==> config.mk <==
export PLATFORM = sky130hd
export DESIGN_NAME = bus_rr_nm
export DESIGN_NICKNAME = d
export VERILOG_FILES = /design/src/rtl/bus_pkg.sv /design/src/rtl/rr_arbiter.sv /design/src/rtl/bus_rr_nm.sv
export SDC_FILE = /design/constraint.sdc
export NUM_CORES = 1
export LEC_CHECK = 0
export CAP_MARGIN = 20
export CELL_PAD_IN_SITES_DETAIL_PLACEMENT = 2
export CELL_PAD_IN_SITES_GLOBAL_PLACEMENT = 2
export CORE_UTILIZATION = 11
export CTS_CLUSTER_SIZE = 14
export DETAILED_ROUTE_END_ITERATION = 10
export GPL_ROUTABILITY_DRIVEN = 0
export GPL_TIMING_DRIVEN = 0
export MAX_ROUTING_LAYER = met4
export PLACE_DENSITY_LB_ADDON = 0.15
export SYNTH_ARGS = -nofsm -noshare
export SYNTH_HDL_FRONTEND = slang
export SYNTH_HIERARCHICAL = 1
export SYNTH_SLANG_ARGS = --single-unit
export TNS_END_PERCENT = 1
==> constraint.sdc <==
create_clock -name clk -period 2.22 [get_ports clk]
set_input_delay 0.444 -clock clk [delete_from_list [all_inputs] [get_ports clk]]
set_output_delay 0.444 -clock clk [all_outputs]
set_load 0.03 [all_outputs]
==> src/rtl/bus_pkg.sv <==
// Shared definitions for the round-robin N-master / M-slave bus: default
// parameter values, arbiter state encoding and an elaboration-time clog2.
package bus_pkg;

  localparam int unsigned DefNMasters = 4;
  localparam int unsigned DefNSlaves  = 4;
  localparam int unsigned DefAddrW    = 8;
  localparam int unsigned DefDataW    = 32;
  localparam int unsigned DefWinW     = 5;
  localparam int unsigned DefMaxHold  = 16;

  typedef enum logic {
    StPark  = 1'b0,
    StOwned = 1'b1
  } bus_state_e;

  function automatic int unsigned clog2(input int unsigned value);
    int unsigned res;
    res = 0;
    for (int unsigned i = 0; i < 32; i++) begin
      if ((64'd1 << i) < 64'(value)) begin
        res = i + 1;
      end
    end
    return res;
  endfunction

endpackage

==> src/rtl/rr_arbiter.sv <==
// Round-robin arbiter: ownership is held while the owner requests, then passes
// to the next requester after the owner. Optional hold limit: BUS_HOLD_LIMIT_EN.
module rr_arbiter
  import bus_pkg::*;
#(
  parameter int unsigned N_MASTERS = DefNMasters,
  parameter int unsigned MAX_HOLD  = DefMaxHold,
  localparam int unsigned IdxW     = (clog2(N_MASTERS) > 0) ? clog2(N_MASTERS) : 1
) (
  input  logic                 clk,
  input  logic                 reset_n,
  input  logic [N_MASTERS-1:0] req_i,
  output logic [IdxW-1:0]      owner_o,
  output logic [N_MASTERS-1:0] grant_o,
  output bus_state_e           state_o
);

  if (N_MASTERS < 2 || MAX_HOLD < 2) begin : g_bad_param
    $error("rr_arbiter: N_MASTERS and MAX_HOLD must be at least 2");
  end

  logic [IdxW-1:0]      owner_q, owner_d;
  logic [N_MASTERS-1:0] grant_q, grant_d;
  bus_state_e           state;
  logic                 others_req;
  logic                 hold_expire;

  always_comb begin
    state      = req_i[owner_q] ? StOwned : StPark;
    others_req = |(req_i & ~grant_q);
  end

`ifdef BUS_HOLD_LIMIT_EN
  localparam int unsigned CntW = clog2(MAX_HOLD) + 1;

  logic [CntW-1:0] hold_q, hold_d;

  // Counts only contested cycles; expiry forces a handover on the next edge.
  always_comb begin
    hold_expire = (state == StOwned) && others_req && (hold_q >= CntW'(MAX_HOLD - 1));
    hold_d      = hold_q;
    if (owner_d != owner_q) begin
      hold_d = '0;
    end else if ((state == StOwned) && others_req) begin
      hold_d = hold_q + CntW'(1);
    end
  end

  always_ff @(posedge clk or negedge reset_n) begin
    if (!reset_n) begin
      hold_q <= '0;
    end else begin
      hold_q <= hold_d;
    end
  end
`else
  always_comb hold_expire = 1'b0;
`endif

  // Scan starts just after the owner, so the owner itself is considered last.
  always_comb begin
    logic            found;
    int unsigned     cand;
    logic [IdxW-1:0] cand_idx;
    owner_d  = owner_q;
    found    = 1'b0;
    cand     = 0;
    cand_idx = '0;
    if ((state == StPark) || hold_expire) begin
      for (int unsigned k = 1; k <= N_MASTERS; k++) begin
        cand     = (32'(owner_q) + k) % N_MASTERS;
        cand_idx = IdxW'(cand);
        if (!found && req_i[cand_idx]) begin
          owner_d = cand_idx;
          found   = 1'b1;
        end
      end
    end
    grant_d = N_MASTERS'(1) << owner_d;
  end

  always_ff @(posedge clk or negedge reset_n) begin
    if (!reset_n) begin
      owner_q <= '0;
      grant_q <= N_MASTERS'(1);
    end else begin
      owner_q <= owner_d;
      grant_q <= grant_d;
    end
  end

  always_comb begin
    owner_o = owner_q;
    grant_o = grant_q;
    state_o = state;
  end

endmodule

==> src/rtl/bus_rr_nm.sv <==
// N-master / M-slave shared bus: round-robin ownership, windowed slave decode
// with out-of-range flag, and read data returned from the selected slave one cycle later.
// Optional hold limit on ownership: BUS_HOLD_LIMIT_EN.
module bus_rr_nm
  import bus_pkg::*;
#(
  parameter int unsigned N_MASTERS = DefNMasters,
  parameter int unsigned N_SLAVES  = DefNSlaves,
  parameter int unsigned ADDR_W    = DefAddrW,
  parameter int unsigned DATA_W    = DefDataW,
  parameter int unsigned WIN_W     = DefWinW,
  parameter int unsigned MAX_HOLD  = DefMaxHold
) (
  input  logic                          clk,
  input  logic                          reset_n,
  input  logic [N_MASTERS-1:0]          m_req,
  input  logic [N_MASTERS-1:0]          m_wr,
  input  logic [N_MASTERS*ADDR_W-1:0]   m_address,
  input  logic [N_MASTERS*DATA_W-1:0]   m_dout,
  input  logic [N_SLAVES*DATA_W-1:0]    s_dout,
  output logic [N_MASTERS-1:0]          m_grant,
  output logic [DATA_W-1:0]             m_din,
  output logic [N_SLAVES-1:0]           s_sel,
  output logic [ADDR_W-1:0]             s_address,
  output logic                          s_wr,
  output logic [DATA_W-1:0]             s_din,
  output logic                          s_err
);

  localparam int unsigned IdxW = (clog2(N_MASTERS) > 0) ? clog2(N_MASTERS) : 1;
  localparam int unsigned SelW = ADDR_W - WIN_W;
  localparam int unsigned SlvW = (clog2(N_SLAVES) > 0) ? clog2(N_SLAVES) : 1;

  if (N_SLAVES < 1 || N_SLAVES > 8 || WIN_W >= ADDR_W) begin : g_bad_param
    $error("bus_rr_nm: N_SLAVES must be 1..8 and WIN_W below ADDR_W");
  end

  logic [IdxW-1:0] owner;
  bus_state_e      state;
  logic            owner_req;
  logic [SelW-1:0] slv_idx;
  logic            in_range;
  logic            access_vld;

  logic [SlvW-1:0] rd_idx_q, rd_idx_d;
  logic            rd_vld_q, rd_vld_d;

  rr_arbiter #(
    .N_MASTERS (N_MASTERS),
    .MAX_HOLD  (MAX_HOLD)
  ) u_arbiter (
    .clk     (clk),
    .reset_n (reset_n),
    .req_i   (m_req),
    .owner_o (owner),
    .grant_o (m_grant),
    .state_o (state)
  );

  // Address forwards even while idle; everything else is gated by the owner's request.
  always_comb begin
    owner_req  = (state == StOwned);
    s_address  = m_address[owner*ADDR_W +: ADDR_W];
    slv_idx    = s_address[ADDR_W-1:WIN_W];
    in_range   = (32'(slv_idx) < N_SLAVES);
    access_vld = owner_req && in_range;
    s_sel      = access_vld ? (N_SLAVES'(1) << slv_idx) : '0;
    s_err      = owner_req && !in_range;
    s_wr       = m_wr[owner] && access_vld;
    s_din      = owner_req ? m_dout[owner*DATA_W +: DATA_W] : '0;
  end

  always_comb begin
    rd_vld_d = access_vld;
    rd_idx_d = access_vld ? SlvW'(slv_idx) : '0;
  end

  always_ff @(posedge clk or negedge reset_n) begin
    if (!reset_n) begin
      rd_idx_q <= '0;
      rd_vld_q <= 1'b0;
    end else begin
      rd_idx_q <= rd_idx_d;
      rd_vld_q <= rd_vld_d;
    end
  end

  // Slaves answer one cycle after selection, so pick their data with the registered index.
  always_comb begin
    m_din = rd_vld_q ? s_dout[rd_idx_q*DATA_W +: DATA_W] : '0;
  end

endmodule
==> run summary, run 1 <==
The endpoint identified for the worst register-to-register timing path is rd_idx_q[0]$_DFF_PN0_. The number of global-route vias before repair is around 4600. The run finished, with violations left. The accumulated negative setup slack came out at -5.943 ns.

The number of nets still failing antenna checks after routing came out at 0. The internal power of the cells totals 2853 uW. Clock latency on the worst-skew pair, taken at its later pin, is around 0.24 ns.

The initial antenna violation count came to 2. The number of failing hold endpoints at the final stage is 0. The sequential fraction of the synthesis area is under 10%.

The routed length on met1 is 7037 um. The type of origin of the critical path is a flip-flop. The clock tree skew after final layout is 0.003512 ns. The final reports fail on setup timing.

The buffer cell driving the clock tree root is sky130_fd_sc_hd__clkbuf_16. For this design the ratio of total power to cell area is 676.1 nW/um^2. The depth of the CTS H-tree is 1. For this configuration, the core starts out at a cell density of 11.29%. The detailed-route wire length per cell came out at 20.83 um. The met3 routed wirelength came out at between 1500 and 2000 um. The total number of vias is 3872. The clock tree from TritonCTS is built.

Data arrives at the worst endpoint at slightly below 2 ns. The final number of max-transition violations came out at 0. The worst setup path is captured at an output port.

The register share of total power came out at 5.0%. The largest stage delay on the critical path is ~0.65 ns. The largest fanout on the critical path came out at 6. The number of cells in the design after placement is 938.

sky130_fd_sc_hd__mux4_2 takes more of the synthesized area than any other cell. The sum of met2 wire segment lengths after detailed routing is 11000 um. For this run, the total global-route usage over all layers was measured as roughly 14%. The depth of the worst register-to-register path is 6. The switching power summed over all nets came out at 2218 uW. The smallest clock period supported by the final layout is computed as 2.395 ns. The via-per-instance ratio came out at 4.033. The library cell contributing the largest single delay on the critical path is sky130_fd_sc_hd__mux4_2. The number of flops mapped to enable cells by yosys came out at 0. Signal routing reaches up to met4. For the pin with the worst max-slew slack, the measured transition is about 0.44 ns. In the final design database the tool counted roughly 930 nets. The number of I/O pins came out at 380.

The fmax came out at between 400 and 500 MHz. The number of max-cap violations came out at 0. Across all register-to-register paths, the minimum setup slack is between 0.4 and 0.5 ns. Summed over its instances, the top area cell type makes up between 50% and 60% of the synthesized netlist area. The average cell area after synthesis came out at 12.52 um^2. Of the total power, the clock network draws under 10%. The critical path required time is 1.78 ns. The share of cells above drive strength 1 is 38.85%. The share of the cycle needed by the critical path after routing is 107.9%. The routed wire length came out at around 20000 um. Buffers placed on the I/O ports in this run total about 380.

The count of distinct cell types in the synthesized netlist is 38. For this run, asynchronously set or reset flops after synthesis account for 100.0%. The synthesized area came out at between 2000 and 3000 um^2.

The static leakage came out at 0.002831 uW. The clock transition at the register clock pins on the worst setup and hold paths after CTS came out at 0.04 ns. The number of instances in the synthesized netlist is about 230. The vertical die dimension is 163.4 um. The standard-cell row count is 58. Setup violations remaining at the end of the flow were counted as 64. The overall die area came out at between 20000 and 30000 um^2. In this run, CTS created clock tree buffers numbering 3. The tightest min-delay check is of the in -> async type. The area inside the core boundary came out at ~25000 um^2. The tree built by TritonCTS fans out to 9 sinks. Tracing the worst setup path back leads to its startpoint at u_arbiter/owner_o[0]$_DFF_PN0_. The headroom to the max-slew limit is 70.48%. The count of placed standard cells in the final layout, fillers left out is 960. The startpoint identified for the worst register-to-register timing path is u_arbiter/owner_o[0]$_DFF_PN0_. Walking the worst path, the cells encountered are mux4_2 > nor2b_4 > a2bb2oi_4 > buf_12 > nor2b_1 > buf_4. The fraction of power spent switching nets is 43.74%. The critical path ends at s_wr. When the netlist entered floorplanning its net count stood at 527. The global-route wire length before repair came out at about 28000 um. The hold buffer count at cts came out at 0.

Combinational logic is responsible for 88.7% of the overall power. Setup repair after global routing could not meet its margin everywhere. The number of warnings printed during yosys synthesis came out at 6.

The maximum buffer depth of the clock tree is 2. The final HPWL from detailed placement is about 17000 um. The number of synthesized register bits is 9. The category of the most critical setup path is reg -> out. The remaining global-route overflow came out at 0. The growth of design area from synthesis to finish came out at 161.6%. The placed standard-cell area is 7069 um^2. Across the VDD grid, the largest voltage drop is 218.2 uV. The most used flip-flop cell after synthesis is sky130_fd_sc_hd__dfrtp_1. The fill cell instance count of the final layout is ~2800. Summing all non-filler instances in the final layout gives an area of 7500 um^2. The first-pass iteration count of the detailed router is 4. Yosys attributes the largest share of cell area to sky130_fd_sc_hd__mux4_2 57%, sky130_fd_sc_hd__and2_1 14%, sky130_fd_sc_hd__dfrtp_1 7.0%. The residual DRC count is 0. The number of DRC markers after the initial detailed-route iteration came out at 74. The die is 163.4 um wide. The largest net degree at the start of global routing came out at 11.

Setup slack on the critical path of the routed design comes to -0.1749 ns.
==> cell usage in the layout (no fill, tap or decap), types with 3 or more instances in the layout <==
master	count
sky130_fd_sc_hd__clkdlybuf4s50_1	295
sky130_fd_sc_hd__mux4_2	74
sky130_fd_sc_hd__buf_6	40
sky130_fd_sc_hd__and2_1	38
sky130_fd_sc_hd__and2_4	28
sky130_fd_sc_hd__clkdlybuf4s15_2	26
sky130_fd_sc_hd__buf_4	22
sky130_fd_sc_hd__buf_2	19
sky130_fd_sc_hd__buf_12	6
sky130_fd_sc_hd__clkbuf_2	6
sky130_fd_sc_hd__dfrtp_1	6
sky130_fd_sc_hd__inv_1	5
sky130_fd_sc_hd__nor2b_1	5
sky130_fd_sc_hd__clkbuf_16	5
sky130_fd_sc_hd__clkbuf_1	4
sky130_fd_sc_hd__nand2_1	4
sky130_fd_sc_hd__o21ai_0	4
sky130_fd_sc_hd__buf_8	3
sky130_fd_sc_hd__o31ai_1	3
==> critical path, delay by kind of cell, from the launching register on <==
kind	cells	cell delay (ns)
compound gates	1	0.13
simple gates	2	0.23
buf+inv	2	0.30
mux	1	0.65
flops	1	0.40
==> per-stage QoR <==
| stage | utilization (%) | hold slack [ns] | power, uW | setup WS [ns] |
|---|---|---|---|---|
| 2_1_floorplan | - | 0.1484 | 2615 | 0.009917 |
| 4_1_cts | 29.55 | 0.5360 | 5154 | -0.2057 |
| 3_3_place_gp | 27.83 | 0.7707 | 4389 | -1.406 |
| 6_report | 29.53 | 0.5231 | 5071 | -0.1749 |
| 5_1_grt | 29.53 | 0.5577 | 5369 | -0.2440 |
| 3_5_place_dp | 27.83 | 0.7830 | 4437 | -1.404 |
==> logic make-up (layout without fill, tap and decap cells) <==
family / count (synthesis) / in the layout / synth area share [%]
buffers and inverters: 34 / 433 / 7.464
other: 0 / 2 / 0
AOI/OAI and AO/OA: 19 / 19 / 5.237
and+or+nand+nor: 91 / 91 / 20.39
DFF: 9 / 9 / 7.901
muxes: 76 / 76 / 59.01
==> worst min path at each step <==
stage / depth (start not counted) / endpoint / startpoint
after floorplan: 0 / rd_idx_q[0]$_DFF_PN0_ / reset_n
after global placement: 1 / u_arbiter/owner_o[0]$_DFF_PN0_ / reset_n
after detailed placement: 1 / u_arbiter/owner_o[0]$_DFF_PN0_ / reset_n
after CTS: 1 / rd_vld_q$_DFF_PN0_ / reset_n
after global routing: 1 / rd_vld_q$_DFF_PN0_ / reset_n
final: 1 / u_arbiter/grant_o[2]$_DFF_PN0_ / reset_n
==> area by class of cell <==
cell class	count	area (um^2)	area share (%)
Inverter	5	18.77	0.2503
Antenna cell	2	5.005	0.06673
Buffer	29	339.1	4.521
Multi-Input combinational cell	186	2517	33.57
Clock buffer	4	78.83	1.051
Tap cell	330	412.9	5.506
Timing Repair Buffer	395	3899	51.99
Sequential cell	9	229.0	3.053
==> cell usage after synthesis, types with 2 or more instances <==
library cell and number:
sky130_fd_sc_hd__mux4_2 73, sky130_fd_sc_hd__and2_1 66, sky130_fd_sc_hd__buf_2 12, sky130_fd_sc_hd__buf_6 8
sky130_fd_sc_hd__dfrtp_1 8, sky130_fd_sc_hd__clkbuf_1 6, sky130_fd_sc_hd__nor2b_1 6, sky130_fd_sc_hd__inv_1 5
sky130_fd_sc_hd__nand2_1 5, sky130_fd_sc_hd__o21ai_0 4, sky130_fd_sc_hd__buf_4 3, sky130_fd_sc_hd__o31ai_1 3
sky130_fd_sc_hd__a22oi_1 2, sky130_fd_sc_hd__nor2_1 2, sky130_fd_sc_hd__nor3_1 2, sky130_fd_sc_hd__o211ai_1 2
==> flip-flops by register name, indices dropped and copies added (netlist names) <==
register,count
rd_vld_q,1
rd_idx_q,2
u_arbiter/owner_o,2
u_arbiter/grant_o,4
==> power by group through the flow <==
stage	clock network [uW]	logic, uW	registers [uW]
2_1_floorplan	0	2340	271
3_3_place_gp	0	4120	266
3_5_place_dp	0	4170	268
4_1_cts	322	4570	261
5_1_grt	330	4770	266
6_report	318	4500	254
==> timing repair <==
| action | CTS | global route |
|---|---|---|
| buffers inserted | 15 | 1 |
| endpoints found under the setup margin | 80 | 78 |
| gates resized for setup | 427 | 48 |
| pin swaps | 2 | 0 |
| cloned | 0 | 0 |
==> per-layer routing <==
layer,GRT usage [%],vias to the layer above
li1,-,1724
met1,14.88,1888
met2,28.29,251
met3,3.352,9
met4,1.529,0
met5,-,-
Note: power is estimated with default switching activity, not from simulation.
==> run 2: changes to the inputs <==
--- a/config.mk
+++ b/config.mk
@@ -5,7 +5,6 @@
 export SDC_FILE = /design/constraint.sdc
 export NUM_CORES = 1
 export LEC_CHECK = 0
-export CAP_MARGIN = 20
 export CELL_PAD_IN_SITES_DETAIL_PLACEMENT = 2
 export CELL_PAD_IN_SITES_GLOBAL_PLACEMENT = 2
 export CORE_UTILIZATION = 11
==> results of run 2 <==
Final layout, timing and power as in run 1 (identical DEF).
